[config.mk]
export PLATFORM = sky130hd
export DESIGN_NAME = run_sequencer
export DESIGN_NICKNAME = d
export VERILOG_FILES = /design/src/rtl/run_sequencer.sv
export SDC_FILE = /design/constraint.sdc
export NUM_CORES = 1
export LEC_CHECK = 0
export ABC_AREA = 1
export CAP_MARGIN = 20
export CORE_MARGIN = 5
export CORE_UTILIZATION = 45
export DETAILED_ROUTE_END_ITERATION = 10
export PLACE_DENSITY = 0.74
export SKIP_CTS_REPAIR_TIMING = 1
export SYNTH_ARGS = -nofsm -noshare
export SYNTH_HDL_FRONTEND = slang
export SYNTH_SLANG_ARGS = --single-unit
export TNS_END_PERCENT = 5
[constraint.sdc]
create_clock -name clk -period 4.5 [get_ports clk]
set_clock_uncertainty 0.1 [all_clocks]
set_input_delay 0.675 -clock clk [delete_from_list [all_inputs] [get_ports clk]]
set_output_delay 0.675 -clock clk [all_outputs]
set_load 0.05 [all_outputs]
[src/rtl/run_sequencer.sv]
// Sequences one program run of the single-cycle core: holds it in reset while idle,
// releases and counts RUN cycles, drains after halt, then reports done via four-phase req/done.
module run_sequencer #(
  parameter int unsigned INIT_CYC  = 2,
  parameter int unsigned DRAIN_CYC = 1,
  parameter int unsigned CW        = 16,
  parameter int unsigned MAX_CYC   = 50000
) (
  input  logic          clk,
  input  logic          reset,
  input  logic          req,
  input  logic          halt,
  output logic          core_reset,
  output logic          core_en,
  output logic          done,
  output logic          timeout,
  output logic [CW-1:0] cycle_cnt
);

  typedef enum logic [2:0] {StIdle, StInit, StRun, StDrain, StDone} state_e;

  localparam logic [3:0]    InitLast  = 4'(INIT_CYC - 1);
  localparam logic [3:0]    DrainLast = 4'((DRAIN_CYC > 0) ? DRAIN_CYC - 1 : 0);
  localparam logic [CW-1:0] WdogLast  = CW'(MAX_CYC - 1);
  localparam logic [CW-1:0] CntMax    = '1;

  state_e        state_q, state_d;
  logic [3:0]    phase_q, phase_d;
  logic [CW-1:0] cnt_q, cnt_d;
  logic          timeout_q, timeout_d;

  always_ff @(posedge clk or posedge reset) begin
    if (reset) begin
      state_q   <= StIdle;
      phase_q   <= '0;
      cnt_q     <= '0;
      timeout_q <= 1'b0;
    end else begin
      state_q   <= state_d;
      phase_q   <= phase_d;
      cnt_q     <= cnt_d;
      timeout_q <= timeout_d;
    end
  end

  always_comb begin
    state_d   = state_q;
    phase_d   = phase_q;
    cnt_d     = cnt_q;
    timeout_d = timeout_q;
    unique case (state_q)
      StIdle: begin
        // DONE only exits on req=0, so any req seen here is a fresh request
        if (req) begin
          state_d   = StInit;
          phase_d   = '0;
          cnt_d     = '0;
          timeout_d = 1'b0;
        end
      end
      StInit: begin
        if (phase_q == InitLast) begin
          state_d = StRun;
          phase_d = '0;
        end else begin
          phase_d = phase_q + 4'd1;
        end
      end
      StRun: begin
        if (cnt_q != CntMax) cnt_d = cnt_q + CW'(1);
        // halt takes priority over the watchdog on the same edge
        if (halt) begin
          state_d = (DRAIN_CYC == 0) ? StDone : StDrain;
          phase_d = '0;
        end else if (cnt_q == WdogLast) begin
          state_d   = StDone;
          timeout_d = 1'b1;
        end
      end
      StDrain: begin
        if (phase_q == DrainLast) begin
          state_d = StDone;
          phase_d = '0;
        end else begin
          phase_d = phase_q + 4'd1;
        end
      end
      StDone: begin
        if (!req) state_d = StIdle;
      end
      default: state_d = StIdle;
    endcase
  end

  always_comb begin
    core_reset = 1'b0;
    core_en    = 1'b0;
    done       = 1'b0;
    unique case (state_q)
      StIdle:  core_reset = 1'b1;
      StInit:  core_reset = 1'b1;
      StRun:   core_en    = 1'b1;
      StDrain: ;
      StDone:  done       = 1'b1;
      default: core_reset = 1'b1;
    endcase
  end

  assign timeout   = timeout_q;
  assign cycle_cnt = cnt_q;

endmodule

=== After elaboration in Yosys (flattened, before gate mapping) ===
Cells that the tools add are included.

* Add/sub/neg operators: 2
* Multipliers: 0
* Divide/modulo/power cells: 0
* $lt $le $gt $ge: 0
* Equality and inequality tests: 16
* Shifts and indexed selects: 0
* Mux-type cells: 22
* Bitwise logic cells: 0
* Reduce and logical (&&, ||, !) cells: 9

{| class="wikitable"
|+ Operators by type and width
! kind !! count
|-
| 2-to-1 mux 16 bit || 2
|-
| one-hot mux 16 bit (2 select lines) || 1
|-
| 2-to-1 mux 3 bit || 6
|-
| adder 16 x 1 -> 16 bit, second input constant || 1
|-
| == test 16 bit, second input constant || 1
|-
| 2-to-1 mux 4 bit || 4
|-
| != test 16 bit, second input constant || 1
|-
| != test 2 bit, second input constant || 8
|-
| one-hot mux 4 bit (4 select lines) || 1
|-
| one-hot mux 3 bit (5 select lines) || 1
|-
| == test 3 x 2 -> 1 bit, second input constant || 2
|-
| 2-to-1 mux 1 bit || 6
|-
| AND reduction 3 bit || 2
|-
| AND reduction 5 bit || 1
|-
| adder 4 x 1 -> 4 bit, second input constant || 1
|-
| == test 4 x 1 -> 1 bit, second input constant || 1
|-
| zero test 4 bit || 1
|-
| AND reduction 4 bit || 1
|-
| nonzero test 4 bit || 1
|-
| == test 3 x 1 -> 1 bit, second input constant || 1
|-
| == test 3 bit, second input constant || 1
|-
| zero test 3 bit || 1
|-
| != test 3 bit, second input constant || 1
|-
| OR reduction 3 bit || 1
|-
| 2 further kinds || 2
|}

* Register bits after elaboration: 24
* Latch bits: 0
* Bits in writable memories: 0
* Bits in read-only memories: 0
* Bits of input ports: 4
* Output and inout port bits: 20
* Logic and storage cells: 53
* Memories: 0

=== Longest topological paths before layout ===
Gate-level depths: netlist (run 1).

* Word-level depth: 4
* Depth in mapped cells: 10
* Depth with buffers taken out: 9

=== Worst setup path after synthesis (run 1) ===
Ideal clock, no wire load.

* Kind: flip-flop to output port
* From: register state_q[1]
* To: output port core_reset
* Arrival time: 1.594 ns
* Data required time: 3.725 ns
* Path slack: 2.131 ns
* Cell stages (with the launch flop): 3
* Path buffers: 0
* Cells stage by stage: dfrtp_1 -> nor3_2 -> nor2_1

* Word-level cells in the longest chain between the ends: 3
* Elaborated cells on any way between the ends: 5
* Those cells by class: 3 x eq/ne; 1 x mux; 1 x reduce/logical

{| class="wikitable"
|+ RTL lines
! element !! line !! source
|-
| start, declared || 27 || <nowiki>state_e state_q, state_d;</nowiki>
|-
| start signal, assigned || 34 || <nowiki>state_q <= StIdle;</nowiki>
|-
| start signal, assigned || 39 || <nowiki>state_q <= state_d;</nowiki>
|-
| == test 3 bit / == test 3 x 2 -> 1 bit (equally long branches) || 99 || <nowiki>unique case (state_q)</nowiki>
|-
| OR reduction 3 bit (no line) (*) || -- ||
|-
| 2-to-1 mux 1 bit (*) || 99 ||
|-
| end, declared || 13 || <nowiki>output logic core_reset,</nowiki>
|}

Every way passes the cells marked *; elsewhere a longest branch is shown, timed or not.

=== Worst setup path in the final report (run 1) ===
* From: register state_q[2]
* To: output port core_en

* Word-level cells in the longest chain between the ends: 2

{| class="wikitable"
|+ RTL lines
! element !! line !! source
|-
| == test 3 x 2 -> 1 bit || 99 ||
|-
| 2-to-1 mux 1 bit || 99 ||
|-
| end, declared || 14 || <nowiki>output logic core_en,</nowiki>
|}

Every way passes these cells.

==> results of run 1 <==
final cells by class:
type	count	share of cell area, %
multi-input combinational	173	46.18
timing repair buffer	23	11.62
inverter	27	5.243
tap	48	3.032
clock buffer	3	2.085
sequential	24	30.32
clock inverter	1	1.516
worst max-delay path: cells and delay by family, from the launching register on:
family	cells	cell delay, ns
buf+inv	4	1.17
flops	1	0.43
simple gates	2	0.19
routing by layer:
layer,vias up,GRT usage [%]
met3,6,2.699
met2,26,24.84
met4,0,4.593
met5,-,0
met1,670,18.52
li1,776,-
kinds of logic (layout without fill, tap and decap cells):
logic type | after synthesis | after routing | synth area share (%)
AOI/OAI and AO/OA | 18 | 18 | 7.278
xor gates and xnor gates | 7 | 7 | 3.715
adders and majority gates | 4 | 4 | 3.033
buffers and inverters | 29 | 54 | 8.189
DFF | 24 | 24 | 36.39
and+or+nand+nor | 144 | 144 | 41.40
worst paths after layout:
check                                         start                         to  slack, ns  cells past startpoint
min in group asynchronous                     reset     phase_q[2]$_DFFE_PP0P_       0.80                      2
setup / recovery             state_q[2]$_DFFE_PP0P_                    core_en       1.64                      6
setup reg to reg           cycle_cnt[0]$_DFFE_PP0P_   cycle_cnt[5]$_DFFE_PP0P_       2.65                      8
max in group asynchronous                     reset  cycle_cnt[10]$_DFFE_PP0P_       2.95                      2
hold reg to reg                 timeout$_DFFE_PP0P_        timeout$_DFFE_PP0P_       0.41                      2
hold / removal                  timeout$_DFFE_PP0P_        timeout$_DFFE_PP0P_       0.41                      2
registers in the layout (all words and copies together), names as in the netlist:
| signal | flops |
|---|---|
| cycle_cnt | 16 |
| phase_q | 4 |
| state_q | 3 |
| timeout | 1 |
Yosys cell counts:
cell and number:
buf_12 1, o21ai_1 4, o21ai_0 6, nor3_1 1, nor2_1 29, nand2_4 1
xor2_1 7, nor2_4 3, ha_1 4, inv_2 5, o22ai_2 1, nor2_8 1
or2_2 1, nand3_2 1, dfrtp_1 24, nor2_2 3, inv_1 21, nor3b_1 1
inv_4 1, o21ai_2 6, nand2_2 4, nand2_1 66, a21oi_1 1, nor3_4 1
nand4_1 6, buf_6 1, nand3_1 25, nor3_2 1
power groups by stage:
stage	Clock, mW	Combinational, mW	Sequential (mW)
floorplan	0	0.305	0.284
global placement	0	0.378	0.271
detailed placement	0	0.383	0.273
CTS	0.198	0.386	0.268
global route	0.204	0.426	0.273
finish	0.193	0.382	0.268
metrics by stage:
stage / cells / hold slack, ns
after floorplan: 226 / 0.4167
after global placement: 295 / 0.3834
after detailed placement: 295 / 0.3964
after CTS: 299 / 0.4176
after global routing: 299 / 0.4433
final: 299 / 0.4077
==> run metrics, run 1 <==
status finished, final reports clean; Slowest-stage cell, CP clkdlybuf4s50_1; peak supply drop 0.3768 mV; dpl ws 1.958 ns; final worst slack 1.644 ns; floorplan die height 70.56 um; Initial Util 45.77%; DRT iter0 DRCs 105; share of cells above drive strength 1 13.15%; setup tns final 0 ns; Finished Cell Area 0.001981 sq mm; global-route wire length before repair 5.871 mm; min cycle time layout 2.856 ns; post-DP HPWL 2.684 mm; Row Count 22; Pint 0.4714 mW; area of the mapped netlist 0.001650 sq mm; gr ovfl total 0; Final Setup Violations 0; pin count of the biggest net entering global routing 25; Pwr per Cell Area 425.9 mW/mm^2; wire length on met3 146 um; # DRC 0; wire length on met2 1.751 mm; ant diodes 0; #FFs+latches synth 24; Core Util, Final 54.93%; commonest non-fill, non-tap cell in the layout nand2_1; switching portion of total power 44.11%; drt wl/cell 11.87 um; Power Total 0.8436 mW; sequential element share of the synthesized area 36.39%; Max-cap violations 0; Worst Tran Pin Value 0.9110 ns; most frequent cells in the layout nand2_1 (66), nor2_1 (29), nand3_1 (25), dfrtp_1 (24), clkdlybuf4s50_1 (23); critical path endpoint category output port; Syn Area/Cell 7.302 sq um; crit-path max FO 11; routability cong. 0.8686; crit path launch type flop; DR vias/cell 4.943; Worst-path clk slew 0.09 ns; Netlist cell types 28; vias in the first global route 1319; TritonCTS clock tree yes; Final Hold Vio Count 0; Die Area 0.004979 sq mm; wl on met1 1.614 mm; Clk pwr share 22.9%; Syn. warnings 0; Mapped Cells 226; core area 0.003606 sq mm; aggregate routed wire length 3.550 mm; critical path's largest stage delay 0.82 ns; part of the power in registers 31.8%; WS Path Type reg2out; Port Buffers 23; via count of the routed design 1478; top cell type by total area after synthesis dfrtp_1; H-tree levels 1; Max Freq 0.3501 GHz; Placed Area 0.001909 sq mm; Switch Pwr 0.3721 mW; WP data arrival 2.08 ns; Root Driver clkbuf_8; top layer in use met4; Critical Path RT 3.72 ns; GRT Overall Usage 14.49%; Skew-Pair Late Insertion Delay 0.27 ns; most frequent CP cell inv_2; Multi-input gate area 914.6 sq um; I/O pins 24; Max-slew headroom 39.20%; initial antenna violation count 0; RSZ-0062 raised after global routing false; die width 70.56 um; Fill cells 354; Area Growth Syn to Fin 20.02%; Hold Path Class reg2reg; fin. max-slew vios 0; Post-Syn Nets 234; DR pass1 iterations 4; power share of the combinational group 45.3%; Num CTS Buffers 3; crit path cell chain inv_2 > nand2_2 > inv_2 > nand2_4 > inv_4 > clkdlybuf4s50_1; clock tree sinks 24; Synth area leaders dfrtp_1 (36%), nand2_1 (15%), nand3_1 (7.6%); register area 600.6 sq um; Final period util 63.47%; Pleak 0.8893 nW; share of the synthesized area in the top cell type 36.39%; Final nets 260; Final ANT Viol Nets 0; CTS Buffer Depth 2
Power figures use the tool's default switching activity.
==> run 2: changes to the inputs <==
==> constraint.sdc (replaced) <==
create_clock -name clk -period 2.8 [get_ports clk]
set_clock_uncertainty 0.1 [all_clocks]
set_input_delay 0.42 -clock clk [delete_from_list [all_inputs] [get_ports clk]]
set_output_delay 0.42 -clock clk [all_outputs]
set_load 0.05 [all_outputs]
==> run 2 against run 1 <==
Combinational power grew 60%; cell count grew 0.33%; count of clock-buffer cells in the layout is the same; clock power grew 62%; non-clock buffer count grew 1.
==> run metrics, run 2 (synthesis results as in run 1) <==
core area 0.003606 sq mm (unchanged); most frequent cells in the layout nand2_1 (66), nor2_1 (29), nand3_1 (25), dfrtp_1 (24), clkdlybuf4s50_1 (23) (unchanged); crit path launch type flop (unchanged); CTS Buffer Depth 2 (unchanged); part of the power in registers 31.8% (about the same); Pint 0.7583 mW (was 0.4714 mW); Max Freq 0.3832 GHz; WP data arrival 2.09 ns (was 2.08 ns); reg2reg start cycle_cnt[0]$_DFFE_PP0P_ (unchanged); dpl ws 0.5035 ns (was 1.958 ns); Pleak 0.8941 nW (was 0.8893 nW); pin count of the biggest net entering global routing 25 (unchanged); TritonCTS clock tree yes (unchanged); gr ovfl total 0 (unchanged); commonest non-fill, non-tap cell in the layout nand2_1 (unchanged); GRT Overall Usage 14.72% (was 14.49%); Final period util 93.21%; # DRC 0 (unchanged); met2 GRT Util 24.95% (was 24.84%); Most Crowded Layer GR met2 (unchanged); Final Setup Violations 0 (unchanged); global-route wire length before repair 6.003 mm (was 5.871 mm); share of cells above drive strength 1 13.49% (was 13.15%); DR pass1 iterations 4 (unchanged); min cycle time layout 2.610 ns; die width 70.56 um (unchanged); routing usage on met1 18.58% (was 18.52%); crit-path max FO 11 (unchanged); routability cong. 0.8754 (was 0.8686); Fill cells 376 (was 354); Final Hold Vio Count 0 (unchanged); via count of the routed design 1483 (was 1478); Row Count 22 (unchanged); Final ANT Viol Nets 0 (unchanged); initial antenna violation count 0 (unchanged); crit path from state_q[2]$_DFFE_PP0P_ (unchanged); critical path endpoint category output port (unchanged); switching portion of total power 44.15% (was 44.11%); Die Area 0.004979 sq mm (unchanged); aggregate routed wire length 3.489 mm (was 3.550 mm); vias in the first global route 1375 (was 1319); M3 GR Usage 2.415% (was 2.699%); Critical Path RT 2.28 ns (was 3.72 ns); Initial Util 45.77% (unchanged); Switch Pwr 0.5994 mW (was 0.3721 mW); peak supply drop 0.6125 mV (was 0.3768 mV); floorplan die height 70.56 um (unchanged); RSZ-0062 raised after global routing false (unchanged); Finished Cell Area 0.001988 sq mm (was 0.001981 sq mm); Power Total 1.358 mW (was 0.8436 mW); Max-slew headroom 66.50% (was 39.20%); Pwr per Cell Area 682.9 mW/mm^2 (was 425.9 mW/mm^2); Skew-Pair Late Insertion Delay 0.27 ns (about the same); setup tns final 0 ns (unchanged); Max-cap violations 0 (unchanged); ant diodes 0 (unchanged); final worst slack 0.1901 ns (was 1.644 ns); Port Buffers 23 (unchanged); Hold Path Class in2async (was reg2reg); Multi-input gate area 914.6 sq um (unchanged); power share of the combinational group 45.1% (was 45.3%); fin. max-slew vios 0 (unchanged); Clk pwr share 23.1% (was 22.9%); max reg flops 16 (unchanged); H-tree levels 1 (unchanged); Final nets 261 (was 260); status finished, final reports clean (unchanged); Placed Area 0.001917 sq mm (was 0.001909 sq mm); DRT iter0 DRCs 140 (was 105); post-DP HPWL 2.717 mm (was 2.684 mm); Root Driver clkbuf_8 (unchanged); Worst Tran Pin Value 0.5010 ns (was 0.9110 ns); register area 600.6 sq um (unchanged); DR vias/cell 4.943 (about the same); clock tree sinks 24 (unchanged); Worst-path clk slew 0.09 ns (about the same); WS Path Type reg2out (unchanged); drt wl/cell 11.63 um (was 11.87 um); I/O pins 24 (unchanged); Area Growth Syn to Fin 20.47% (was 20.02%); Num CTS Buffers 3 (unchanged)
==> run 2: cell count changes in the layout (fill, tap and decap cells not counted), sizes merged <==
cell / delta
buf: +1
==> run 2: stage by stage <==
step | cells | util [%] | hold slack [ns]
floorplan | 226 | - | 0.3346
global placement | 296 | 53.16 | 0.3836
detailed placement | 296 | 53.16 | 0.3969
CTS | 300 | 55.14 | 0.3964
global route | 300 | 55.14 | 0.4229
finish | 300 | 55.14 | 0.3888
==> run 2: metal layers <==
| metal | vias up | part of all wire [%] |
|---|---|---|
| met3 | 4 | 3.6 |
| met2 | 26 | 50 |
| met5 | - | 0 |
| li1 | 771 | - |
| met1 | 682 | 45 |
| met4 | 0 | 1.1 |
==> run 2: critical path, cell delays in order (launching register included) <==
cell	delay [ns]
dfrtp_1	0.44
inv_2	0.11
nand2_2	0.06
inv_2	0.09
nand2_4	0.13
inv_4	0.16
clkdlybuf4s50_1	0.82
==> run 2: cell type report <==
type / count / area share (%)
inverters: 27 / 5.223
multi-input cells: 173 / 46.00
clock inverters: 1 / 1.510
flip-flops and latches: 24 / 30.21
clock buffers: 3 / 2.077
well taps: 48 / 3.021
repair buffers: 24 / 11.96
==> run 2: final timing paths <==
kind | endpoint | slack [ns] | cells after the start
max in group asynchronous | cycle_cnt[15]$_DFFE_PP0P_ | 1.98 | 3
min | phase_q[1]$_DFFE_PP0P_ | 0.39 | 3
max reg2reg | cycle_cnt[5]$_DFFE_PP0P_ | 0.97 | 8
min in group clk | timeout$_DFFE_PP0P_ | 0.41 | 2
min reg2reg | timeout$_DFFE_PP0P_ | 0.41 | 2
max | core_en | 0.19 | 6
==> run 2: power by group through the flow <==
stage	combinational, mW	clock (mW)	sequential (mW)
2_1_floorplan	0.491	0	0.457
3_3_place_gp	0.608	0	0.436
3_5_place_dp	0.615	0	0.438
4_1_cts	0.618	0.321	0.431
5_1_grt	0.690	0.332	0.437
6_report	0.613	0.313	0.432
==> run 3: changes to the inputs <==
--- a/config.mk
+++ b/config.mk
@@ -5,12 +5,11 @@
 export SDC_FILE = /design/constraint.sdc
 export NUM_CORES = 1
 export LEC_CHECK = 0
-export ABC_AREA = 1
 export CAP_MARGIN = 20
 export CORE_MARGIN = 5
 export CORE_UTILIZATION = 45
 export DETAILED_ROUTE_END_ITERATION = 10
-export PLACE_DENSITY = 0.74
+export PLACE_DENSITY = 0.75
 export SKIP_CTS_REPAIR_TIMING = 1
 export SYNTH_ARGS = -nofsm -noshare
 export SYNTH_HDL_FRONTEND = slang
==> run 3 against run 2 <==
Count of clock-buffer cells in the layout is 1 higher; core utilization rose by 0.50 points; die area decreased by 6.0%; combinational power fell by 8.5%; critical path depth down 2; via count is 15% lower; synthesized area down 7.0%; fmax shrank 1.5%; clock power down 39%; cell count fell by 25%; largest power group unchanged; highest routed layer unchanged.
==> run metrics, run 3 <==
Power Total 1.258 mW (was 1.358 mW); Hold Path Class in2async (unchanged); Max Freq 0.3775 GHz (was 0.3832 GHz); Finished Cell Area 0.001842 sq mm (was 0.001988 sq mm); Num CTS Buffers 3 (unchanged); via count of the routed design 1266 (was 1483); vias in the first global route 1198 (was 1375); share of cells above drive strength 1 12.36% (was 13.49%); sequential element share of the synthesized area 39.12% (was 36.39%); ant diodes 0 (unchanged); Final ANT Viol Nets 0 (unchanged); Syn. warnings 0 (unchanged); initial antenna violation count 0 (unchanged); Switch Pwr 0.5594 mW (was 0.5994 mW); Port Buffers 23 (unchanged); Worst path top cell family by delay buffers and inverters (unchanged); Final Hold Vio Count 0 (unchanged); I/O pins 24 (unchanged); pin count of the biggest net entering global routing 25 (unchanged); max reg flops 16 (unchanged); crit path cell chain and2b_2 > nand2b_4 > inv_2 > clkdlybuf4s50_1 (was inv_2 > nand2_2 > inv_2 > nand2_4 > inv_4 > clkdlybuf4s50_1); Final nets 187 (was 261); crit path launch type flop (unchanged); Max-slew headroom 66.15% (was 66.50%); DRT iter0 DRCs 118 (was 140); min cycle time layout 2.649 ns (was 2.610 ns); Netlist cell types 48 (was 28); H-tree levels 1 (unchanged); top cell type by total area after synthesis dfrtp_1 (unchanged); post-DP HPWL 2.442 mm (was 2.717 mm); Pwr per Cell Area 683.1 mW/mm^2 (was 682.9 mW/mm^2); power share of the combinational group 44.6% (was 45.1%); clock tree sinks 24 (unchanged); #FFs+latches synth 24 (unchanged); Row Count 21 (was 22); TritonCTS clock tree yes (unchanged); critical path's largest stage delay 0.83 ns (was 0.82 ns); switching portion of total power 44.46% (was 44.15%); peak supply drop 0.4165 mV (was 0.6125 mV); routability cong. 0.9047 (was 0.8754); Pint 0.6987 mW (was 0.7583 mW); Die Area 0.004680 sq mm (was 0.004979 sq mm); Post-Syn Nets 162 (was 234); most frequent cells in the layout dfrtp_1 (24), nand2_1 (23), clkdlybuf4s50_1 (23), mux2i_1 (13), nand3_1 (9) (was nand2_1 (66), nor2_1 (29), nand3_1 (25), dfrtp_1 (24), clkdlybuf4s50_1 (23)); commonest cells in the netlist dfrtp_1 (24), nand2_1 (23), mux2i_1 (13) (was nand2_1 (66), nor2_1 (29), nand3_1 (25)); status finished, final reports clean (unchanged); Worst-path clk slew 0.14 ns (was 0.09 ns); Critical Path RT 2.28 ns (about the same); WS Path Type reg2out (unchanged); share of the synthesized area in the top cell type 39.12% (was 36.39%); Root Driver clkbuf_4 (was clkbuf_8); Final Setup Violations 0 (unchanged); drt wl/cell 14.48 um (was 11.63 um); critical path endpoint category output port (unchanged); commonest non-fill, non-tap cell in the layout dfrtp_1 (was nand2_1); fin. max-slew vios 0 (unchanged); aggregate routed wire length 3.243 mm (was 3.489 mm); crit-path max FO 8 (was 11); Final period util 94.61% (was 93.21%); global-route wire length before repair 5.451 mm (was 6.003 mm); Slowest-stage cell, CP clkdlybuf4s50_1 (unchanged); Max-cap violations 0 (unchanged); floorplan die height 68.41 um (was 70.56 um); GRT Overall Usage 15.33% (was 14.72%); CTS Buffer Depth 2 (unchanged); Worst Tran Pin Value 0.5062 ns (was 0.5010 ns); worst path bufs/invs 2 (was 4); Skew-Pair Late Insertion Delay 0.33 ns (was 0.27 ns); Syn Area/Cell 9.969 sq um (was 7.302 sq um); Initial Util 46.37% (was 45.77%); Placed Area 0.001805 sq mm (was 0.001917 sq mm); die width 68.41 um (was 70.56 um); Synth area leaders dfrtp_1 (39%), mux2i_1 (8.5%), nand2_1 (5.6%) (was dfrtp_1 (36%), nand2_1 (15%), nand3_1 (7.6%)); Mapped Cells 154 (was 226); # DRC 0 (unchanged); top_reg_cell synth dfrtp_1 (unchanged); area of the mapped netlist 0.001535 sq mm (was 0.001650 sq mm); gr ovfl total 0 (unchanged); WP data arrival 2.13 ns (was 2.09 ns); Async SR Flop Fraction 100.0% (unchanged); Post-synth EDFFs 0 (unchanged); part of the power in registers 40.2% (was 31.8%); RSZ-0062 raised after global routing false (unchanged); setup tns final 0 ns (unchanged); core area 0.003311 sq mm (was 0.003606 sq mm); most numerous cell in the Yosys netlist dfrtp_1 (was nand2_1); Pleak 0.8380 nW (was 0.8941 nW); DR pass1 iterations 4 (unchanged); DR vias/cell 5.652 (was 4.943); Clk pwr share 15.2% (was 23.1%); Area Growth Syn to Fin 19.97% (was 20.47%)
==> run 3: cell count changes in the layout (fill, tap and decap cells not counted), sizes merged, moves of 3 or more <==
| cell | previous run | this run |
|---|---|---|
| o21ai | 16 | 6 |
| nand2b | 0 | 7 |
| and3 | 0 | 4 |
| inv | 27 | 6 |
| xor2 | 7 | 0 |
| nor2 | 36 | 3 |
| mux2i | 0 | 13 |
| nand2 | 71 | 23 |
| nand3 | 26 | 10 |
| and2 | 0 | 3 |
| a21oi | 1 | 9 |
==> run 3: tightest hold or removal path: stages <==
cell	delay (ns)
clkdlybuf4s50_1	0.39
inv_1	0.05
buf_4	0.30
==> run 3: routing by layer <==
metal / vias up / wire (um) / GRT usage [%]
li1: 617 / - / -
met1: 608 / 1501 / 20.22
met2: 36 / 1542 / 25.15
met3: 5 / 153 / 2.135
met4: 0 / 46 / 5.955
met5: - / 0 / 0
==> run 3: cell type report <==
cell class	instances	area, sq um
fill	313	1469
sequential	24	600.6
multi-input combinational	119	879.6
tap	46	57.56
timing repair buffer	25	245.2
inverter	6	22.52
clock buffer	4	36.28
==> run 3: cells by family after synthesis <==
group,synth area share [%]
DFF,39.12
buffers and inverters,3.586
muxes,9.209
and+or+nand+nor,29.99
AOI/OAI and AO/OA,14.83
adders and majority gates,3.260
==> run 3: final timing paths <==
| path | cells after the start | to | slack (ns) | start |
|---|---|---|---|---|
| hold reg to reg | 1 | state_q[1]$_DFFE_PP0P_ | 0.39 | state_q[2]$_DFFE_PP0P_ |
| hold / removal | 3 | cycle_cnt[11]$_DFFE_PP0P_ | 0.31 | reset |
| min in group clk | 1 | state_q[1]$_DFFE_PP0P_ | 0.39 | state_q[2]$_DFFE_PP0P_ |
| setup / recovery | 4 | core_en | 0.15 | state_q[1]$_DFFE_PP0P_ |
| max in group asynchronous | 3 | timeout$_DFFE_PP0P_ | 2.04 | reset |
| setup reg to reg | 5 | cycle_cnt[3]$_DFFE_PP0P_ | 1.01 | cycle_cnt[0]$_DFFE_PP0P_ |
==> run 3: power by group through the flow <==
stage	combinational (mW)	clock, mW	sequential [mW]
after floorplan	0.400	0	0.537
after global placement	0.556	0	0.506
after detailed placement	0.568	0	0.512
after CTS	0.567	0.201	0.505
after global routing	0.618	0.207	0.521
final	0.561	0.191	0.506
==> run 3: per-stage QoR <==
stage	util (%)	setup WS, ns	hold slack (ns)	std cells
3_5_place_dp	54.54	0.5250	0.3736	220
5_1_grt	55.63	0.06206	0.3716	224
2_1_floorplan	-	0.03537	0.3309	154
4_1_cts	55.63	0.1328	0.3165	224
3_3_place_gp	54.54	0.5733	0.3506	220
6_report	55.63	0.1508	0.3143	224
==> patch (config.mk and constraints of run 3) <==
Compare `cnt_q` against `WdogLast` with >= in place of ==.
--- a/src/rtl/run_sequencer.sv
+++ b/src/rtl/run_sequencer.sv
@@ -73,5 +73,5 @@
           state_d = (DRAIN_CYC == 0) ? StDone : StDrain;
           phase_d = '0;
-        end else if (cnt_q == WdogLast) begin
+        end else if (cnt_q >= WdogLast) begin
           state_d   = StDone;
           timeout_d = 1'b1;
Formal check against the unedited RTL: same outputs for any inputs over 10 cycles, from zero or initial values and one cycle with reset high; that may be too few to reach the edited logic, so the function may still have changed.
==> patch against run 3 <==
  * Sequential cell count is the same
  * Setup slack better by 0.037 ns
  * Routed wire length grew 18%
  * Worst hold slack better by 0.015 ns
  * Cell area is 0.81% higher
  * Area after synthesis is 5.8% higher
  * Total power shrank 3.6%
  * Critical endpoint is now core_reset
  * Largest cell class unchanged
  * Highest routed layer unchanged
==> patch: results (changes against run 3) <==
{| class="wikitable"
! Metric !! Value
|-
| Result of the run || completed
|-
| Multi-input gate share of total cell area || 48.32% (+0.56 points)
|-
| Non-CTS inverters || 5 (-1)
|-
| Count of plain and timing-repair buffers || 27 (+8.0%)
|-
| Fraction of final layout cells with drive strength greater than 1 || 9.677% (-2.7 points)
|-
| Multi-input logic cell count || 127 (+6.7%)
|-
| DP Worst Slack || 0.5744 ns (+0.04936 ns)
|-
| Initial DRC count || 137 (+16%)
|-
| Average wire length per cell after detail routing || 16.44 µm (+14%)
|-
| Maximum resistive drop on vdd || 0.4113 mV (-1.2%)
|-
| Cell count after synthesis || 168 (+9.1%)
|-
| Weighted congestion reported at the end of routability-driven placement || 0.8712 (-3.7%)
|-
| Worst path arrival time || 2.09 ns (-0.04 ns)
|-
| First-pass GRT wire length || 6.437 mm (+18%)
|-
| Detailed-placement wirelength estimate || 2.697 mm (+10%)
|-
| Maximum fanout count along the critical path || 10 (+2)
|-
| Routed vias/inst || 6.379 (+13%)
|-
| Share of synthesized cell area in full adder, half adder and majority cells || 3.082% (-0.18 points)
|-
| Placed instance count || 229 (+4.1%)
|-
| Post-synth net total || 176 (+8.6%)
|-
| Critical path's largest stage delay || 0.71 ns (-0.12 ns)
|-
| Synth top cells by count || sky130_fd_sc_hd__dfrtp_1, sky130_fd_sc_hd__o31ai_1, sky130_fd_sc_hd__nand2_1, sky130_fd_sc_hd__nor2_1
|-
| Area of placed instances || 1834 µm² (+1.6%)
|-
| Share of synthesized area spent on multiplexers || 2.003% (-7.2 points)
|-
| Total leakage power || 0.7500 nW (-11%)
|-
| Seq/Total Area, Yosys || 36.98% (-2.1 points)
|-
| Total routing usage reported by global routing || 15.62% (+0.29 points)
|-
| Vias || 1480 (+17%)
|-
| Buffering overhead || 14.02% (+0.70 points)
|-
| Fraction of the mapped netlist area in compound gates || 27.58% (+13 points)
|-
| Tightest Pin Transition || 0.5926 ns (+0.08641 ns)
|}
[patch: power breakdown]
group | switching [mW] | internal (mW) | leakage [nW]
registers | 0.0974 | 0.395 | 0.328
clock network | 0.104 | 0.0504 | 0.0138
logic | 0.343 | 0.222 | 0.409
[patch: worst paths after layout]
check / startpoint / to / slack (ns)
worst max-delay path: state_q[1] / core_reset / 0.19
worst min-delay path: reset / phase_q[1] / 0.33
worst max register to register: cycle_cnt[4] / cycle_cnt[7] / 0.77
worst min register to register: phase_q[2] / phase_q[2] / 0.44
max in group asynchronous: reset / cycle_cnt[12] / 2.02
min in group clk: phase_q[2] / phase_q[2] / 0.44
[patch: routing by layer]
| metal | global-route usage, % | up-vias | wire length, µm | share of wire [%] |
|---|---|---|---|---|
| li1 | - | 687 | - | - |
| met1 | 21.00 | 725 | 1696 | 44 |
| met2 | 24.66 | 61 | 1813 | 48 |
| met3 | 2.869 | 7 | 247 | 6.5 |
| met4 | 6.383 | 0 | 57 | 1.5 |
| met5 | 0 | - | 0 | 0 |
